### config.mk
export PLATFORM = sky130hd
export DESIGN_NAME = corefifo_rd_ctrl
export DESIGN_NICKNAME = d
export VERILOG_FILES = /design/src/rtl/corefifo_pkg.sv /design/src/rtl/corefifo_rd_prefetch.sv /design/src/rtl/corefifo_rd_ctrl.sv
export SDC_FILE = /design/constraint.sdc
export NUM_CORES = 1
export LEC_CHECK = 0
export CORE_ASPECT_RATIO = 0.6
export CORE_MARGIN = 1
export CORE_UTILIZATION = 52
export DETAILED_ROUTE_END_ITERATION = 8
export PLACE_DENSITY = 0.83
export SYNTH_ARGS = -nofsm -noshare
export SYNTH_HDL_FRONTEND = slang
export SYNTH_SLANG_ARGS = --single-unit
### constraint.sdc
create_clock -name clk -period 3.4 [get_ports clk]
set_input_delay 0.68 -clock clk [delete_from_list [all_inputs] [get_ports clk]]
set_output_delay 0.68 -clock clk [all_outputs]
set_load 0.02 [all_outputs]
### src/rtl/corefifo_pkg.sv
// corefifo_pkg: shared constants and Gray/binary helpers for the FIFO core.
// Helpers take an explicit bit width so every pointer size shares one body.
package corefifo_pkg;

  localparam int BUF_DEPTH = 2;
  localparam int OCC_W = $clog2(BUF_DEPTH + 1);

  typedef logic [OCC_W-1:0] occ_t;

  function automatic logic [31:0] width_mask(input int w);
    logic [31:0] m;
    if (w >= 32) m = '1;
    else m = (32'd1 << w) - 32'd1;
    return m;
  endfunction

  // bit i of the binary value is the XOR of Gray bits i and above
  function automatic logic [31:0] gray2bin(
    input logic [31:0] g,
    input int          w
  );
    logic [31:0] b;
    b = g & width_mask(w);
    for (int i = 30; i >= 0; i--) begin
      b[i] = b[i] ^ b[i+1];
    end
    return b;
  endfunction

  function automatic logic [31:0] bin2gray(
    input logic [31:0] b,
    input int          w
  );
    logic [31:0] v;
    v = b & width_mask(w);
    return v ^ (v >> 1);
  endfunction

endpackage

### src/rtl/corefifo_rd_prefetch.sv
// corefifo_rd_prefetch: 2-entry head/skid first-word-fall-through buffer.
// Ports: clk, srst, arrival+rdata (RAM word landing), pop -> dout, valid, occ.
module corefifo_rd_prefetch
  import corefifo_pkg::*;
#(
  parameter int DWIDTH = 8
) (
  input  logic              clk,
  input  logic              srst,
  input  logic              arrival,
  input  logic [DWIDTH-1:0] rdata,
  input  logic              pop,
  output logic [DWIDTH-1:0] dout,
  output logic              valid,
  output occ_t              occ
);

  logic [DWIDTH-1:0] head;
  logic [DWIDTH-1:0] skid;
  logic [DWIDTH-1:0] head_d;
  logic              skid_adv;
  logic              arr_head;
  logic              arr_skid;

  assign skid_adv = pop & (occ == occ_t'(BUF_DEPTH));

  // a landing word goes to the head whenever the head is free
  // (or being vacated with nothing behind it); otherwise to the skid
  assign arr_head = arrival &
    ((occ == occ_t'(0)) | ((occ == occ_t'(1)) & pop));
  assign arr_skid = arrival & ~arr_head;

  always_comb begin
    head_d = head;
    unique case (1'b1)
      skid_adv: head_d = skid;
      arr_head: head_d = rdata;
      default:  head_d = head;
    endcase
  end

  always_ff @(posedge clk) begin
    if (srst) begin
      head <= '0;
      skid <= '0;
      occ  <= '0;
    end else begin
      head <= head_d;
      if (arr_skid) skid <= rdata;
      occ <= occ + occ_t'(arrival) - occ_t'(pop);
    end
  end

  assign dout  = head;
  assign valid = (occ != occ_t'(0));

endmodule

### src/rtl/corefifo_rd_ctrl.sv
// corefifo_rd_ctrl: read-domain FIFO controller (pointers, RAM read scheduling, flags).
// Ports: clk, srst, wptr_gray_sync, re, ram_rdata -> ram_re, ram_raddr,
//        rptr_gray, dout, valid, empty, aempty, rdcnt, underflow.
module corefifo_rd_ctrl
  import corefifo_pkg::*;
#(
  parameter int ADDRWIDTH     = 3,
  parameter int DWIDTH        = 8,
  parameter int AEMPTY_THRESH = 1
) (
  input  logic                 clk,
  input  logic                 srst,
  input  logic [ADDRWIDTH:0]   wptr_gray_sync,
  input  logic                 re,
  input  logic [DWIDTH-1:0]    ram_rdata,
  output logic                 ram_re,
  output logic [ADDRWIDTH-1:0] ram_raddr,
  output logic [ADDRWIDTH:0]   rptr_gray,
  output logic [DWIDTH-1:0]    dout,
  output logic                 valid,
  output logic                 empty,
  output logic                 aempty,
  output logic [ADDRWIDTH:0]   rdcnt,
  output logic                 underflow
);

  localparam int PW = ADDRWIDTH + 1;
  localparam int FW = OCC_W + 1;

  logic [PW-1:0] wbin_r;
  logic [PW-1:0] rbin;
  logic [PW-1:0] rbin_next;
  logic [PW-1:0] cnt_now;
  logic [FW-1:0] fill;
  logic          inflight;
  logic          ram_avail;
  logic          pop;
  occ_t          occ;

  assign pop       = re & valid;
  assign ram_avail = (wbin_r != rbin);
  assign fill      = {1'b0, occ} + FW'(inflight);

  // a pop frees a slot this cycle, so a read may be issued into it
  assign ram_re = ~srst & ram_avail &
    ((fill < FW'(BUF_DEPTH)) | pop);

  assign rbin_next = rbin + PW'(ram_re);
  assign ram_raddr = rbin[ADDRWIDTH-1:0];

  assign cnt_now = (wbin_r - rbin) + PW'(inflight) + PW'(occ);

  always_ff @(posedge clk) begin
    if (srst) begin
      wbin_r    <= '0;
      rbin      <= '0;
      rptr_gray <= '0;
      inflight  <= 1'b0;
      rdcnt     <= '0;
      aempty    <= 1'b1;
      underflow <= 1'b0;
    end else begin
      wbin_r    <= PW'(gray2bin(32'(wptr_gray_sync), PW));
      rbin      <= rbin_next;
      rptr_gray <= PW'(bin2gray(32'(rbin_next), PW));
      inflight  <= ram_re;
      rdcnt     <= cnt_now;
      aempty    <= (32'(cnt_now) <= 32'(AEMPTY_THRESH));
      underflow <= re & ~valid;
    end
  end

  corefifo_rd_prefetch #(
    .DWIDTH (DWIDTH)
  ) u_prefetch (
    .clk     (clk),
    .srst    (srst),
    .arrival (inflight),
    .rdata   (ram_rdata),
    .pop     (pop),
    .dout    (dout),
    .valid   (valid),
    .occ     (occ)
  );

  assign empty = ~valid;

endmodule
# Word level (Yosys, flattened, before mapping)
# Index checks and enable logic that the tools add are counted.
# classes
addsub	7
multipliers	0
n_div	0
magnitude_cmp	2
eq_ne	3
shift	0
muxes	2
n_bitwise	47
reduce_logical	3
# op_table
operator	n
$and A4 B32 Y32	1
$mux W32	1
$xor A1 B1 Y1	31
$pmux W8 S2	1
$add A4 B1 Y4	2
$and A1 B1 Y1	8
$and A4 B5 Y5	1
$add A4 B2 Y4	1
$le A4 B1 Y1 const B	1
$ne A4 B4 Y1	1
$reduce_bool A2 Y1	2
$sub A4 B4 Y4	1
$xor A4 B4 Y4	1
$add A2 B1 Y3	1
$lt A3 B2 Y1 const B	1
$not A1 Y1	3
$add A2 B1 Y2	1
$eq A2 B1 Y1 const B	1
$eq A2 B2 Y1 const B	1
$logic_not A2 Y1	1
$or A1 B1 Y1	2
$sub A2 B1 Y2	1
# word_totals
reg_bits	37
latchBits	0
ramBits	0
mem_bits_ro	0
in_bits	15
out_inout_bits	24
word_cells	74
mem_count	0

# Logic depth before layout (Yosys ltp)
# depth
depth_word	33
depth_mapped	10

# Cells and area by module
# Synthesis repeated with hierarchy kept, for this count alone.
# hier_totals
hier_cells	181
hier_area_um2	1779.2
# modules_own_cells
module	instances	cells_each	area_per_inst_um2	seq_area_each_um2
corefifo_rd_prefetch	1	96	913.4	360.3
corefifo_rd_ctrl	1	85	865.8	360.3

# Worst setup path after synthesis
# OpenSTA, ideal clock, no wires.
# synth_path
path_type	input to register
start	in srst
end	reg rptr_gray[1]
setup_time_ps	130
arrival_ps	2574
slack_ps	696
path_stages	8
path_cell_list	clkbuf_1 -> buf_2 -> a311oi_1 -> ha_1 -> ha_1 -> xor2_1 -> xnor2_1 -> nor2_1
# synth_between
elab_chain_len	6
# synth_lines
element	line	text
from (decl)	corefifo_rd_ctrl.sv:12	input logic srst,
$not A1 Y1	corefifo_rd_ctrl.sv:45	assign ram_re = ~srst & ram_avail &
$and A1 B1 Y1 (2 in series)	corefifo_rd_ctrl.sv:45	
net ram_re	corefifo_rd_ctrl.sv:16	output logic ram_re,
$add A4 B1 Y4	corefifo_rd_ctrl.sv:48	assign rbin_next = rbin + PW'(ram_re);
$and A4 B5 Y5	corefifo_pkg.sv:35	v = b & width_mask(w);
$xor A4 B4 Y4	corefifo_pkg.sv:36	return v ^ (v >> 1);
to (signal assigned)	corefifo_rd_ctrl.sv:65	rptr_gray <= PW'(bin2gray(32'(rbin_next), PW));
to (decl)	corefifo_rd_ctrl.sv:18	output logic [ADDRWIDTH:0] rptr_gray,
# The timed path passes the listed nets, and every way through them passes these cells.
# A chain may end at the register's enable or synchronous reset.

# Final worst setup path
# layout_path
start	in re
end	out ram_re
# layout_between
elab_chain_len	3
# layout_lines
element	line	text
from (decl)	corefifo_rd_ctrl.sv:14	input logic re,
$and A1 B1 Y1	corefifo_rd_ctrl.sv:40	assign pop = re & valid;
$or A1 B1 Y1	corefifo_rd_ctrl.sv:46	((fill < FW'(BUF_DEPTH)) | pop);
$and A1 B1 Y1	corefifo_rd_ctrl.sv:45	
to (decl)	corefifo_rd_ctrl.sv:16	
# No other way between the ends.

==> flow_summary.yaml <==
clock_network:
  cts_resized: 0
  insertion_delay_ps: 290
  clockBufferDepth: 2
  cts_buffers: 5
  postCtsSetupBuffers: 0
  cts_tree: "done"
  cts_root_buffer: "clkbuf_8"
  hold_buffers: 0
  htreeDepth: 2
  clkTransAtPathRegs_ps: 70
  clock-sinks: 36
detailed_routing:
  vias: 1195
  first_pass_iters: 4
  drc_errors: 0
  finalWirelength_um: 3140
  viasPerCell: 4.98
  post_drt_wl_per_cell_um: 13.1
  drt-initial-drc-count: 55
  antenna_left: 0
die:
  die_area_um2: 3370
  core.rowCount: 15
  chipWidth_um: 74.2
  core_area_um2: 2930
  die_y_um: 45.3
  initial_core_util_pct: 55.6
  ios: 39
layout:
  nets: 225
  diodes: 0
  final_cell_mix: "clkdlybuf4s50_1, dfxtp_1, nor2_1"
  fill_cells: 222
  area_delta_synth_final_pct: 29.4
  final_common_cell: "clkdlybuf4s50_1"
  layout-drive-gt1-share_pct: 8.08
  utilization_pct: 72.0
setup_path:
  worstSetupPathType: "input pin to output pin"
  cp_slowest_cell: "clkdlybuf4s50_1"
  end_kind: "output pin"
  rr_worst_depth: 8
  cp_top_family: "buffers and inverters"
  critPathMaxFanout: 5
  worst-path-stages: 4
  worstPathArrival_ps: 2350
  crit_path_start_kind: "input pin"
  crit_chain: "clkdlybuf4s50_1, nor2_1, a311oi_1, clkdlybuf4s50_1"
  path_common_cell: "clkdlybuf4s50_1"
  crit_buf_inv: 2
  cp.required_ps: 2720
  critPathMaxStageDelay_ps: 680
yosys:
  ys_types: 25
  synth.yosys.seq_area_share_pct: 44.3
  yosys.area.top_type_share_pct: 44.3
  synth-seq-cells: 36
  ys_warn_count: 0
  synthTopCellsByArea: "dfxtp_1, mux2i_1, ha_1"
  syn-num-nets: 185
  synth_top_area_cell: "dfxtp_1"
  synth_cells: 158
  syn-cell-area_um2: 1630
  synth.avg_cell_area_um2: 10.3
placement:
  gp_congestion: 0.831
  dpl.hpwl_um: 2420
  pre_cts_ws_ps: 369
  port_buffers: 38
power_and_ir_drop:
  clkPwrFrac_pct: 16.7
  p_sw_share_pct: 37.4
  p_per_area_nw_per_um2: 798
  finalPower_mw: 1.68
  internal_power_mw: 1.05
  comb_power_share_pct: 48.6
  peakVddDrop_mv: 0.397
  sequentialPowerShare_pct: 34.7
  leakagePower_nw: 0.961
  p_switching_uw: 629
grt:
  grt_max_degree: 37
  grt_pass1_vias: 1139
  antenna_found_initial: 0
  grt-ovfl-total: 0
  grt_first_pass_wirelength_um: 4930
  grt_use_total_pct: 20.8
timing:
  slew_violations: 0
  setup_viol_count_final: 0
  period_needed_ps: 3030
  hold_violations: 0
  rsz0062_at_grt: "false"
  clock_skew_ps: 7.21
  layout_setup_ws_ps: 371
  setup_tns_ps: 0
  fmax_mhz: 330
  max-slew-margin-rel_pct: 52.5
  worst_pin_slew_ps: 713
  post-route-period-util_pct: 89.1
status:
  outcome: "completed"
min_path:
  hold_depth: 2
  hp-class: "register to register"
job:
  cap_violations: 0
==> per-layer routing <==
layer / global-route usage (%) / routed length (um) / vias up
li1: - / - / 598
met1: 25.9 / 1520 / 560
met2: 33.5 / 1440 / 30
met3: 6.70 / 129 / 7
met4: 9.06 / 51 / 0
met5: 0 / 0 / -
==> area by class of cell <==
cell class | instances | area, um^2 | share of cell area (%)
clock buffer | 6 | 72.6 | 3.44
clock inverter | 1 | 5.00 | 0.238
inverter | 13 | 48.8 | 2.32
multi-input combinational | 103 | 820 | 38.9
sequential | 36 | 721 | 34.2
tap | 42 | 52.6 | 2.49
timing repair buffer | 39 | 388 | 18.4
==> logic make-up after synthesis <==
family	count (synthesis)	share of synthesized area, %
AND/OR/NAND/NOR	44	12.1
flip-flops	36	44.3
buffers and inverters	19	5.38
AO/OA/AOI/OAI	16	9.69
multiplexers	16	9.84
XOR/XNOR	15	8.07
adder cells (fa/ha/maj)	12	10.6
==> synth_stat cells (all sizes together) <==
cell / n
a21o: 1
a211oi: 8
nor3: 1
clkbuf: 2
buf: 4
nor2: 28
a311oi: 2
ha: 9
or3: 1
nor2b: 8
and3: 1
o21ai: 1
inv: 13
nand2: 2
xnor2: 6
nor3b: 1
xor2: 9
a21oi: 3
dfxtp: 36
nand3: 2
a31o: 1
fa: 3
mux2i: 16
==> flip-flops by register name (all words and copies together) (netlist names) <==
name	flops
aempty	1
u_prefetch.skid	8
underflow	1
rptr_gray	4
inflight	1
rdcnt	4
rbin	3
u_prefetch.dout	8
wbin_r	4
u_prefetch.occ	2
==> worst min-delay path, stage by stage (launching register included) <==
cell     delay, ps
dfxtp_1        330
mux2i_1         70
nor2_1          70
==> metrics by stage <==
step                hold slack (ps)  std cells  instance area, um^2
floorplan                       463        158                 1630
global placement                474        233                 2030
detailed placement              493        233                 2030
CTS                             509        240                 2110
global route                    539        240                 2110
finish                          504        240                 2110
==> power by group through the flow <==
stage          Combinational (mW)  Sequential, mW  Clock (mW)
2_1_floorplan               0.466           0.671           0
3_3_place_gp                0.781           0.586           0
3_5_place_dp                0.817           0.595           0
4_1_cts                     0.822           0.584       0.288
5_1_grt                     0.904           0.595       0.303
6_report                    0.818           0.584       0.280
==> worst paths after layout <==
kind,start,endpoint,slack (ps)
worst max-delay path,re,ram_re,370
worst min-delay path,u_prefetch.skid[6],u_prefetch.skid[6],500
worst max register to register,u_prefetch.occ[1],aempty,1110
worst min register to register,u_prefetch.skid[6],u_prefetch.skid[6],500
Note: power is estimated with default switching activity, not from simulation.
==> edit, RTL diff (same flow settings) <==
Make the reset (`srst`) asynchronous in 2 clocked blocks.
--- a/src/rtl/corefifo_rd_prefetch.sv
+++ b/src/rtl/corefifo_rd_prefetch.sv
@@ -41,3 +41,3 @@
 
-  always_ff @(posedge clk) begin
+  always_ff @(posedge clk or posedge srst) begin
     if (srst) begin
--- a/src/rtl/corefifo_rd_ctrl.sv
+++ b/src/rtl/corefifo_rd_ctrl.sv
@@ -52,3 +52,3 @@
 
-  always_ff @(posedge clk) begin
+  always_ff @(posedge clk or posedge srst) begin
     if (srst) begin
Check against the original RTL: differs if srst is asserted again (counterexample within 4 cycles, from zero or initial values and one cycle with srst high); with srst held inactive, the same outputs for 10 cycles.
==> edit against the unedited design <==
Total power rose by 38%; setup slack improved by 85 ps; combinational power rose by 53%; sequential power up 33%; synthesized area increased by 1.4%; sequential cell count stayed put; core utilization up 1.5 points; wire length grew 1.1%; final area is 2.7% higher; critical path type unchanged; highest routed layer unchanged.
==> edit: results (changes against the unedited design) <==
- Syn_area_per_cell: 13.4 sq um (+30%)
* Share of final-layout standard cells stronger than drive strength 1: 11.9% (+3.8 points)
* Count of fill cells added during filler insertion: 208 (-6.3%)
* Post-route clock period utilization: 86.6% (-2.5 points)
- Distinct cell type count of the synthesized netlist: 31 (+24%)
* Worst hold-check path type: reg2reg
* Most used flip-flop cell after synthesis: sky130_fd_sc_hd__dfrtp_1
- The overall routing resource usage came to 22.0% (+1.3 points).
- The pin count of the biggest net entering global routing was 37 (unchanged).
- 1st-iter DRT viols: 36 (-35%)
* Number of nets at the end of the flow: 194 (-14%)
- Endpoint of the worst register-to-register path: rdcnt[3]
* Global-route wire length before repair: 5180 microns (+4.9%)
- Peak per-stage delay on the critical path: 660 ps (-20 ps)
- Top cells by area in the synthesized netlist: sky130_fd_sc_hd__dfrtp_1, sky130_fd_sc_hd__ha_1, sky130_fd_sc_hd__mux2_2
- Reg-to-reg startpoint: u_prefetch.occ[1]
- The slack of the worst reg-to-reg path was 1240 ps (+130 ps).
* Slew HR: 61.2% (+8.7 points)
- Count of placed standard cells in the final layout, fillers left out: 210 (-13%)
- Gpl congestion: 0.839 (+0.93%)
* Avg WL per Cell: 15.1 microns (+16%)
- Total nets after synthesis: 150 (-19%)
- Critical Path Start: re
* DP Wirelength: 2390 microns (-1.1%)
* Leading cell types by count after synthesis: sky130_fd_sc_hd__dfrtp_1, sky130_fd_sc_hd__inv_1, sky130_fd_sc_hd__ha_1
- The critical path arrival is 2260 ps (-90 ps).
- Clock skew after layout: 2.95 ps (-4.26 ps)
* Post-synth ARST share: 100% (+100 points)
- Maximum net fanout on the critical path: 6 (+1)
* Maximum vdd drop: 0.527 mV (+33%)
- Cell area reported after detailed placement: 2070 sq um (+2.2%)
* Post-synthesis sequential area ratio: 54.7% (+10 points)
- The worst slack at placement is 437 ps (+67.6 ps).
- Via count: 1062 (-11%)
- Number of cell instances on the worst register-to-register path: 7 (-1)
* Dpl cells: 202 (-13%)
- Status: finished clean
==> edit: layout make-up <==
cell class | count | area share, %
flip-flops and latches | 36 | 41.7
inverters | 15 | 2.60
well taps | 42 | 2.43
repair buffers | 39 | 17.9
clock buffers | 8 | 4.16
multi-input cells | 70 | 31.2
==> edit: worst min path at each step <==
stage	start	end	slack [ps]	cells past startpoint
3_5_place_dp	u_prefetch.skid[7]	u_prefetch.skid[7]	490	1
4_1_cts	u_prefetch.skid[7]	u_prefetch.skid[7]	510	1
6_report	u_prefetch.skid[1]	u_prefetch.skid[1]	510	1
3_3_place_gp	u_prefetch.skid[6]	u_prefetch.skid[6]	480	1
2_1_floorplan	u_prefetch.skid[0]	u_prefetch.skid[0]	470	1
5_1_grt	u_prefetch.dout[2]	u_prefetch.dout[2]	520	1
==> edit: per-stage QoR <==
step,util [%],hold WS (ps)
final,73.5,509
after global routing,73.5,524
after CTS,73.5,508
after detailed placement,70.4,493
after global placement,70.4,479
after floorplan,-,472
==> edit: report_power, final <==
group	internal (mW)	switching (mW)
Sequential	0.638	0.141
Clock	0.165	0.139
Combinational	0.620	0.625
Total	1.42	0.906
==> edit: cells by family (layout without fill, tap and decap cells) <==
family | count (synthesis) | after routing | share of synthesized area [%]
adders and majority gates | 12 | 12 | 10.5
buffers and inverters | 17 | 62 | 4.40
AOI/OAI and AO/OA | 15 | 15 | 8.57
xor gates and xnor gates | 14 | 14 | 8.34
muxes | 8 | 8 | 5.46
DFF | 36 | 36 | 54.7
and+or+nand+nor | 21 | 21 | 8.11
==> edit: routing by layer <==
metal  share of wire (%)  vias up  routed length, microns  GRT usage, %
met5                   0        -                       0             0
met4                 1.4        0                      44          7.92
met3                 5.7        6                     180          6.64
met1                  49      516                    1560          31.4
met2                  44       31                    1400          32.3
li1                    -      509                       -             -
